`src/rtl/systolic_sched_pkg.sv`:
```
// Shared project constants and types for the systolic array scheduler.
// Holds the array size, the RAM address widths and the scheduler state type.
package systolic_sched_pkg;

    localparam int SYS_CLK_FREQ = 50_000_000;
    localparam int N_DIM        = 2;
    localparam int OPND_AW      = 8;
    localparam int RES_AW       = 11;
    localparam int CNT_W        = 9;

    typedef enum logic [2:0] {
        ST_IDLE  = 3'd0,
        ST_CLEAR = 3'd1,
        ST_FEED  = 3'd2,
        ST_DRAIN = 3'd3,
        ST_WRITE = 3'd4,
        ST_DONE  = 3'd5
    } sched_state_t;

endpackage

```
`src/rtl/systolic_sched_cnt.sv`:
```
// Loadable 9-bit down-counter with terminal flag.
// It is shared by the FEED and DRAIN phases, and it saturates at zero.
module sched_cnt
    import systolic_sched_pkg::*;
(
    input  logic             clk,
    input  logic             rst_n,
    input  logic             load_i,
    input  logic [CNT_W-1:0] load_val_i,
    input  logic             dec_i,
    output logic [CNT_W-1:0] cnt_o,
    output logic             term_o
);

    logic [CNT_W-1:0] cnt_q;

    always_ff @(posedge clk or negedge rst_n) begin
        if (!rst_n) begin
            cnt_q <= '0;
        end else if (load_i) begin
            cnt_q <= load_val_i;
        end else if (dec_i && (cnt_q != '0)) begin
            cnt_q <= cnt_q - 1'b1;
        end
    end

    assign cnt_o  = cnt_q;
    assign term_o = (cnt_q == '0);

endmodule

```
`src/rtl/systolic_sched.sv`:
```
// Sequencer for one systolic matrix product: CLEAR, FEED, DRAIN, WRITE, DONE.
// Outputs decode from the state register, so an asynchronous reset returns them to 0 at once.
module systolic_sched
    import systolic_sched_pkg::*;
#(
    parameter int N         = N_DIM,
    parameter int DRAIN_CYC = 2 * (N - 1) + 3
) (
    input  logic                  clk,
    input  logic                  rst_n,
    input  logic                  start,
    input  logic [7:0]            k_len,
    input  logic [RES_AW-1:0]     res_idx,
    input  logic                  abort,
    output logic                  owns_ram,
    output logic [OPND_AW-1:0]    ram_rd_addr,
    output logic                  ram_rden,
    output logic [N-1:0][N-1:0]   en_mult,
    output logic [N-1:0][N-1:0]   clr_mult,
    output logic [N-1:0][N-1:0]   en_accum,
    output logic [N-1:0][N-1:0]   clr_accum,
    output logic [RES_AW-1:0]     ram_c_addr,
    output logic                  ram_c_wren,
    output logic                  busy,
    output logic                  done
);

    sched_state_t        state_q, state_d;
    logic [7:0]          kmax_q, kmax_d;
    logic [RES_AW-1:0]   res_q, res_d;

    logic                cnt_load, cnt_dec, cnt_term;
    logic [CNT_W-1:0]    cnt_load_val, cnt_val;
    logic [CNT_W-1:0]    feed_idx;

    sched_cnt u_cnt (
        .clk        (clk),
        .rst_n      (rst_n),
        .load_i     (cnt_load),
        .load_val_i (cnt_load_val),
        .dec_i      (cnt_dec),
        .cnt_o      (cnt_val),
        .term_o     (cnt_term)
    );

    // The counter runs K-1 down to 0 in FEED, so the read index is its distance from K-1.
    assign feed_idx = {1'b0, kmax_q} - cnt_val;

    always_ff @(posedge clk or negedge rst_n) begin
        if (!rst_n) begin
            state_q <= ST_IDLE;
            kmax_q  <= '0;
            res_q   <= '0;
        end else begin
            state_q <= state_d;
            kmax_q  <= kmax_d;
            res_q   <= res_d;
        end
    end

    always_comb begin
        state_d      = state_q;
        kmax_d       = kmax_q;
        res_d        = res_q;
        cnt_load     = 1'b0;
        cnt_load_val = '0;
        cnt_dec      = 1'b0;
        owns_ram     = 1'b0;
        ram_rd_addr  = '0;
        ram_rden     = 1'b0;
        en_mult      = '0;
        clr_mult     = '0;
        en_accum     = '0;
        clr_accum    = '0;
        ram_c_addr   = '0;
        ram_c_wren   = 1'b0;
        done         = 1'b0;
        busy         = (state_q != ST_IDLE);

        unique case (state_q)
            ST_IDLE: begin
                if (start && !abort) begin
                    kmax_d  = k_len - 8'd1;   // k_len=0 wraps to 255, i.e. K=256
                    res_d   = res_idx;
                    state_d = ST_CLEAR;
                end
            end
            ST_CLEAR: begin
                owns_ram     = 1'b1;
                clr_mult     = '1;
                clr_accum    = '1;
                cnt_load     = 1'b1;
                cnt_load_val = {1'b0, kmax_q};
                state_d      = ST_FEED;
            end
            ST_FEED: begin
                owns_ram    = 1'b1;
                ram_rden    = 1'b1;
                ram_rd_addr = feed_idx[OPND_AW-1:0];
                // Operands arrive one cycle after the read, so the MACs start one cycle late.
                if (feed_idx != '0) begin
                    en_mult  = '1;
                    en_accum = '1;
                end
                if (cnt_term) begin
                    cnt_load     = 1'b1;
                    cnt_load_val = CNT_W'(DRAIN_CYC - 1);
                    state_d      = ST_DRAIN;
                end else begin
                    cnt_dec = 1'b1;
                end
            end
            ST_DRAIN: begin
                owns_ram    = 1'b1;
                ram_rd_addr = kmax_q;
                en_mult     = '1;
                en_accum    = '1;
                if (cnt_term) begin
                    state_d = ST_WRITE;
                end else begin
                    cnt_dec = 1'b1;
                end
            end
            ST_WRITE: begin
                ram_c_wren = 1'b1;
                ram_c_addr = res_q;
                state_d    = ST_DONE;
            end
            ST_DONE: begin
                done    = !abort;
                state_d = ST_IDLE;
            end
            default: begin
                state_d = ST_IDLE;
            end
        endcase

        if (abort && (state_q != ST_IDLE)) begin
            state_d = ST_IDLE;
        end
    end

endmodule
```
`config.mk`:
```
export PLATFORM = sky130hd
export DESIGN_NAME = systolic_sched
export DESIGN_NICKNAME = d
export VERILOG_FILES = /design/src/rtl/systolic_sched_pkg.sv /design/src/rtl/systolic_sched_cnt.sv /design/src/rtl/systolic_sched.sv
export SDC_FILE = /design/constraint.sdc
export NUM_CORES = 1
export LEC_CHECK = 0
export BUFFER_PORTS_ARGS = -buffer_cell sky130_fd_sc_hd__buf_2
export CAP_MARGIN = 10
export CORE_MARGIN = 2
export CORE_UTILIZATION = 45
export CTS_CLUSTER_DIAMETER = 40
export DETAILED_ROUTE_END_ITERATION = 8
export PLACE_DENSITY_LB_ADDON = 0.12
export SYNTH_ARGS = -nofsm -noshare
export SYNTH_HDL_FRONTEND = slang
export SYNTH_HIERARCHICAL = 1
export SYNTH_SLANG_ARGS = --single-unit
```
`constraint.sdc`:
```
create_clock -name clk -period 3.4 [get_ports clk]
set_input_delay 0.51 -clock clk [delete_from_list [all_inputs] [get_ports clk]]
set_output_delay 0.51 -clock clk [all_outputs]
set_load 0.05 [all_outputs]
```
==> impl_metrics.json, run 1 <==
{
  "status": "finished, final reports clean",
  "rows": 27,
  "area_growth_syn_to_layout_pct": 16.2,
  "worst_pin_slew_ns": 0.971,
  "async_flop_share_pct": 100,
  "clock_latency_ns": 0.30,
  "synth_ff_type": "dfrtp_1",
  "path_max_fanout": 8,
  "grt_pass1_wl_um": 9580,
  "gr-total-overflow": 0,
  "critPathBufInv": 2,
  "power.internal_uw": 1200,
  "synth_cells": 291,
  "io_buffers": 62,
  "drtPass1Iterations": 4,
  "vias_per_cell": 5.33,
  "ys_ff_latch": 31,
  "initial_core_util_pct": 46.0,
  "powerDensity_nw_per_um2": 830,
  "path_cells": "ha_1 -> inv_1 -> fa_1 -> a21o_1 -> a21oi_1 -> xnor2_1 -> and4b_1 -> a31oi_4 -> buf_4",
  "slowest_delay_ns": 0.46,
  "htreeDepth": 2,
  "reg2reg_depth": 8,
  "max_cap_viol_count": 0,
  "core_um2": 5410,
  "drtAntennaViolNets": 0,
  "die_x_um": 78.3,
  "netlist.top_cell.by_area": "dfrtp_1",
  "yosysUniqueCellTypes": 57,
  "syn-cell-area_um2": 2490,
  "peakVddDrop_v": 0.000367,
  "synth.avg_cell_area_um2": 8.55,
  "finClkSkew_ns": 0.00535,
  "maxSlewViolCount": 0,
  "worstReg2RegEnd": "u_cnt/cnt_o[3]",
  "utilization_pct": 53.5,
  "reg2reg_from": "u_cnt/cnt_o[0]",
  "dp_cells": 401,
  "yosysWarnings": 6,
  "syn_nets": 326,
  "vias": 2179,
  "antenna_found_initial": 0,
  "die_h_um": 78.3,
  "synth_top_area_share_pct": 31.2,
  "ctsHoldBuffers": 0,
  "cts_tree": "yes",
  "required_ns": 2.89,
  "clk_pin_slew_ns": 0.07,
  "fmax_mhz": 307,
  "period_needed_ns": 3.25,
  "synth-edff-count": 0,
  "cp_slowest_cell": "dfrtp_1",
  "fin_nets": 371,
  "pwr-share-clk_pct": 12.7,
  "groute.usage.overall_pct": 19.9,
  "path_delay_family": "compound AO/OA/AOI/OAI gates",
  "cts_max_path_buffers": 2,
  "reg2reg_setup_slack_ns": 0.49,
  "seqPwrFrac_pct": 25.9,
  "gp_congestion": 0.869,
  "p_leak_uw": 0.00140,
  "hpwl_um": 4340,
  "slew_headroom_pct": 35.3,
  "p_total_uw": 2400,
  "finalWirelength_um": 5930,
  "drive_above_1_share_pct": 28.2,
  "cts.sinks": 31,
  "wl_per_cell_um": 14.5,
  "nFillCells": 528,
  "switching_share_pct": 50.2,
  "worst_setup_path_end_kind": "output port",
  "root_buffer": "clkbuf_8",
  "cts_buffers": 5,
  "power_switching_uw": 1200,
  "critPathLaunchType": "flop",
  "synth_area_leaders": "dfrtp_1 (31%), ha_1 (5.5%), nor2_1 (4.7%), buf_4 (4.2%), nand2_1 (3.9%)",
  "diodes": 0,
  "drc_errors": 0,
  "p_comb_share_pct": 61.4,
  "fin_crit_sh_pct": 95.7,
  "criticalPathCategory": "flop to output port",
  "grt_pass1_vias": 1961,
  "ys_seq_area_share_pct": 31.2,
  "grt_max_degree": 32,
  "drt_first_iter_violations": 130,
  "cts_setup_buffers": 0,
  "stdcell_count": 409,
  "cp.arrival_ns": 2.74,
  "io_pins": 63,
  "hold_path.class": "primary input to asynchronous set/reset pin",
  "dieArea_um2": 6140,
  "setup_violations": 0,
  "hold_viol": 0
}
[registers in the layout, summed over array words and instances (netlist names)]
name         flops
kmax_q           8
res_q           11
state_q          3
u_cnt/cnt_o      9
[placed cells by master, fill, tap and decap left out, types with 3 or more instances in the layout]
cell type  count
buf_2         54
nor2_1        31
dfrtp_1       31
nand2_1       26
inv_1         19
buf_4         13
a21oi_1       12
and3_1        12
o21ai_0       12
ha_1          11
xnor2_1        9
and2_1         9
mux2_2         7
nand2b_1       6
mux2i_1        6
nand3_1        5
clkbuf_8       5
o211ai_1       5
a21o_1         4
mux2_4         4
o2111ai_1      4
xor2_1         3
nor3_1         3
[cell type report]
cell class              count  area (um2)  area share [%]
well taps                  72        90.1            3.12
multi-input cells         212        1490            51.7
inverters                  19        71.3            2.47
flip-flops and latches     31         776            26.8
clock buffers               5        68.8            2.38
repair buffers             67         368            12.7
clock inverters             3        23.8           0.822
[power groups by stage]
| stage | Combinational (uW) | Sequential, uW | Clock, uW |
|---|---|---|---|
| global placement | 1380 | 625 | 0 |
| finish | 1470 | 622 | 305 |
| floorplan | 1160 | 576 | 0 |
| detailed placement | 1380 | 628 | 0 |
| global route | 1620 | 638 | 331 |
| CTS | 1390 | 620 | 313 |
[stage by stage]
step                      hold slack, ns  TNS (ns)  setup slack [ns]  area, um2
final                              0.252         0             0.148       2890
after global routing               0.318    -0.161           -0.0228       2890
after CTS                          0.293    -0.105           -0.0156       2840
after detailed placement           0.486         0             0.331       2750
after global placement             0.480         0             0.375       2750
after floorplan                    0.214         0            0.0392       2500
[routing by layer]
metal  global-route usage (%)  part of all wire (%)  routed length, um
met5                        0                     0                  0
met4                     7.89                   2.2                129
met2                     30.3                    46               2710
met1                     28.3                    48               2850
met3                     3.33                   4.1                246
[cells by family after synthesis]
kind of cell	synth area share (%)
adders and majority gates	6.34
AOI/OAI and AO/OA	15.5
other	0.151
xor gates and xnor gates	4.23
and+or+nand+nor	24.1
DFF	31.2
muxes	8.00
buffers and inverters	10.5
[Yosys cell counts, types with 2 or more instances]
library cell  instances
a211oi_1              2
a21o_1                4
a21oi_1              12
a311o_1               2
a31oi_1               3
and2_1                9
and3_1               12
buf_2                 3
buf_4                14
buf_6                 3
clkbuf_1              7
dfrtp_1              31
ha_1                 11
inv_1                19
mux2_2                7
mux2_4                4
mux2i_1               6
nand2_1              26
nand2b_1              6
nand3_1               5
nand3b_1              2
nand4_1               2
nor2_1               31
nor2b_1               2
nor3_1                3
nor3b_1               2
nor4b_1               2
o2111ai_1             4
o211ai_1              5
o21ai_0              12
o311ai_1              2
or3_1                 2
or4b_1                2
xnor2_1               9
xor2_1                3
[worst max path at each step]
stage / cells after the start / startpoint / end
2_1_floorplan: 10 / kmax_q[0] / en_accum[1]
3_3_place_gp: 10 / kmax_q[0] / en_mult[2]
3_5_place_dp: 10 / kmax_q[0] / en_accum[2]
4_1_cts: 10 / kmax_q[0] / en_accum[2]
5_1_grt: 10 / kmax_q[0] / en_accum[1]
6_report: 9 / u_cnt/cnt_o[0] / en_mult[0]
[worst register-to-register path: cells and delay by family (launching register included)]
kind	cells	cell delay, ns
AOI/OAI and AO/OA	2	0.51
and+or+nand+nor	4	1.52
DFF	1	0.46
buffers and inverters	1	0.09
adders and majority gates	1	0.24
[what timing repair did]
action / 4_1_cts / 5_1_grt
pin swaps: 0 / 1
setup endpoints to repair: 8 / 9
resized for setup: 0 / 20
endpoints found under the hold margin: 0 / 0
Power figures use the tool's default switching activity.
==> run 2, diff against run 1 <==
- RECOVER_POWER: not set -> 100
==> impl_metrics.json, run 2 (synthesis gave the netlist of run 1 again) <==
{
  "hold_path.class": "primary input to flop",
  "required_ns": 2.89,
  "vias": 2186,
  "fmax_mhz": 308,
  "whs_ns": 0.426,
  "cts_max_path_buffers": 2,
  "htreeDepth": 2,
  "path_cells": "ha_1 -> inv_1 -> fa_1 -> a21o_1 -> a21oi_1 -> xnor2_1 -> and4b_1 -> a31oi_4 -> buf_4",
  "fin_nets": 371,
  "critPathBufInv": 2,
  "cts.sinks": 31,
  "rows": 27,
  "max_cap_viol_count": 1,
  "holdCritStartpoint": "abort",
  "p_total_uw": 2370,
  "failed_checks": "max-capacitance violations, max-slew violations",
  "dieArea_um2": 6140,
  "wl_per_cell_um": 14.5,
  "antenna_found_initial": 0,
  "fin_crit_sh_pct": 95.5,
  "drt_first_iter_violations": 115,
  "grt_max_degree": 32,
  "drc_errors": 0,
  "path_max_fanout": 8,
  "reg2reg_setup_slack_ns": 0.46,
  "maxSlewViolCount": 32,
  "worst-path-stages": 9,
  "initial_core_util_pct": 46.0,
  "slowest_delay_ns": 0.46,
  "clock_latency_ns": 0.29,
  "finClkSkew_ns": 0.00744,
  "groute.usage.overall_pct": 19.9,
  "drtAntennaViolNets": 0,
  "gr-total-overflow": 0,
  "ctsHoldBuffers": 0,
  "p_leak_uw": 0.00128,
  "io_buffers": 62,
  "gp_congestion": 0.869,
  "io_pins": 63,
  "peakVddDrop_v": 0.000367,
  "critPathLaunchType": "flop",
  "cts_setup_buffers": 0,
  "cts_buffers": 5,
  "worst_pin_slew_ns": 1.67,
  "hpwl_um": 4340,
  "cts_tree": "yes",
  "drive_above_1_share_pct": 20.2,
  "path_delay_family": "compound AO/OA/AOI/OAI gates",
  "whs_path_depth": 2,
  "worst_setup_path_end_kind": "output port",
  "grt_pass1_wl_um": 9580,
  "period_needed_ns": 3.25,
  "setup_violations": 0,
  "worstReg2RegEnd": "u_cnt/cnt_o[3]",
  "vias_per_cell": 5.34,
  "status": "finished with violations",
  "criticalPathCategory": "flop to output port",
  "die_h_um": 78.3,
  "cp_slowest_cell": "dfrtp_1",
  "slew_headroom_pct": -11.2,
  "clk_pin_slew_ns": 0.07,
  "area_growth_syn_to_layout_pct": 14.1,
  "drtPass1Iterations": 4,
  "root_buffer": "clkbuf_8",
  "cp.arrival_ns": 2.74,
  "reg2reg_depth": 8,
  "finalWirelength_um": 5920,
  "grt_pass1_vias": 1961,
  "largest-register": "res_q",
  "powerDensity_nw_per_um2": 835,
  "core_um2": 5410,
  "die_x_um": 78.3,
  "reg2reg_from": "u_cnt/cnt_o[0]",
  "largest_register_ffs": 11,
  "final_cell_mix": "nor2_1 (31), dfrtp_1 (31), nand2_1 (26)",
  "min_to": "state_q[1]",
  "diodes": 0,
  "hold_viol": 0
}
[run 2: cell type report]
type	instances	area [um2]
timing repair buffer	67	338
multi-input combinational	212	1470
fill	545	2570
tap	72	90.1
clock buffer	5	68.8
clock inverter	3	23.8
inverter	19	71.3
sequential	31	776
[run 2: how the worst max path moves through the flow]
stage                   start  slack, ns     endpoint
2_1_floorplan       kmax_q[0]       0.04  en_accum[1]
3_3_place_gp        kmax_q[0]       0.38   en_mult[2]
3_5_place_dp        kmax_q[0]       0.33  en_accum[2]
4_1_cts             kmax_q[0]      -0.02  en_accum[2]
5_1_grt             kmax_q[0]      -0.02  en_accum[1]
6_report       u_cnt/cnt_o[0]       0.15   en_mult[0]
[run 2: power breakdown]
| part | internal (uW) | switching, uW | total (uW) |
|---|---|---|---|
| logic | 547 | 902 | 1450 |
| registers | 478 | 142 | 620 |
| clock network | 146 | 155 | 301 |
[run 2: what timing repair did]
action                                  4_1_cts  5_1_grt
endpoints found under the setup margin        8        9
pin swaps                                     0        1
gates resized for setup                       0       20
[run 2: per-stage QoR]
stage	worst slack, ns	setup TNS [ns]	instance area, um2	cells	utilization (%)
3_5_place_dp	0.331	0	2750	401	50.8
6_report	0.152	0	2840	409	52.5
4_1_cts	-0.0156	-0.105	2840	409	52.5
2_1_floorplan	0.0392	0	2500	291	-
3_3_place_gp	0.375	0	2750	401	50.8
5_1_grt	-0.0228	-0.161	2840	409	52.5
[run 2: worst register-to-register path, stage by stage, from the launching register on]
cell and delay (ns):
dfrtp_1 0.46, inv_1 0.09, ha_1 0.24, or4b_1 0.37, nor2_1 0.21, nor2_1 0.46, or4b_1 0.51, a2111o_1 0.41
o211ai_1 0.11
[run 2: per-layer routing]
metal / wire [um] / global-route usage, % / vias to the layer above
met3: 363 / 3.33 / 10
li1: - / - / 1094
met4: 81 / 7.89 / 0
met2: 2790 / 30.3 / 76
met1: 2690 / 28.3 / 1006
met5: 0 / 0 / -
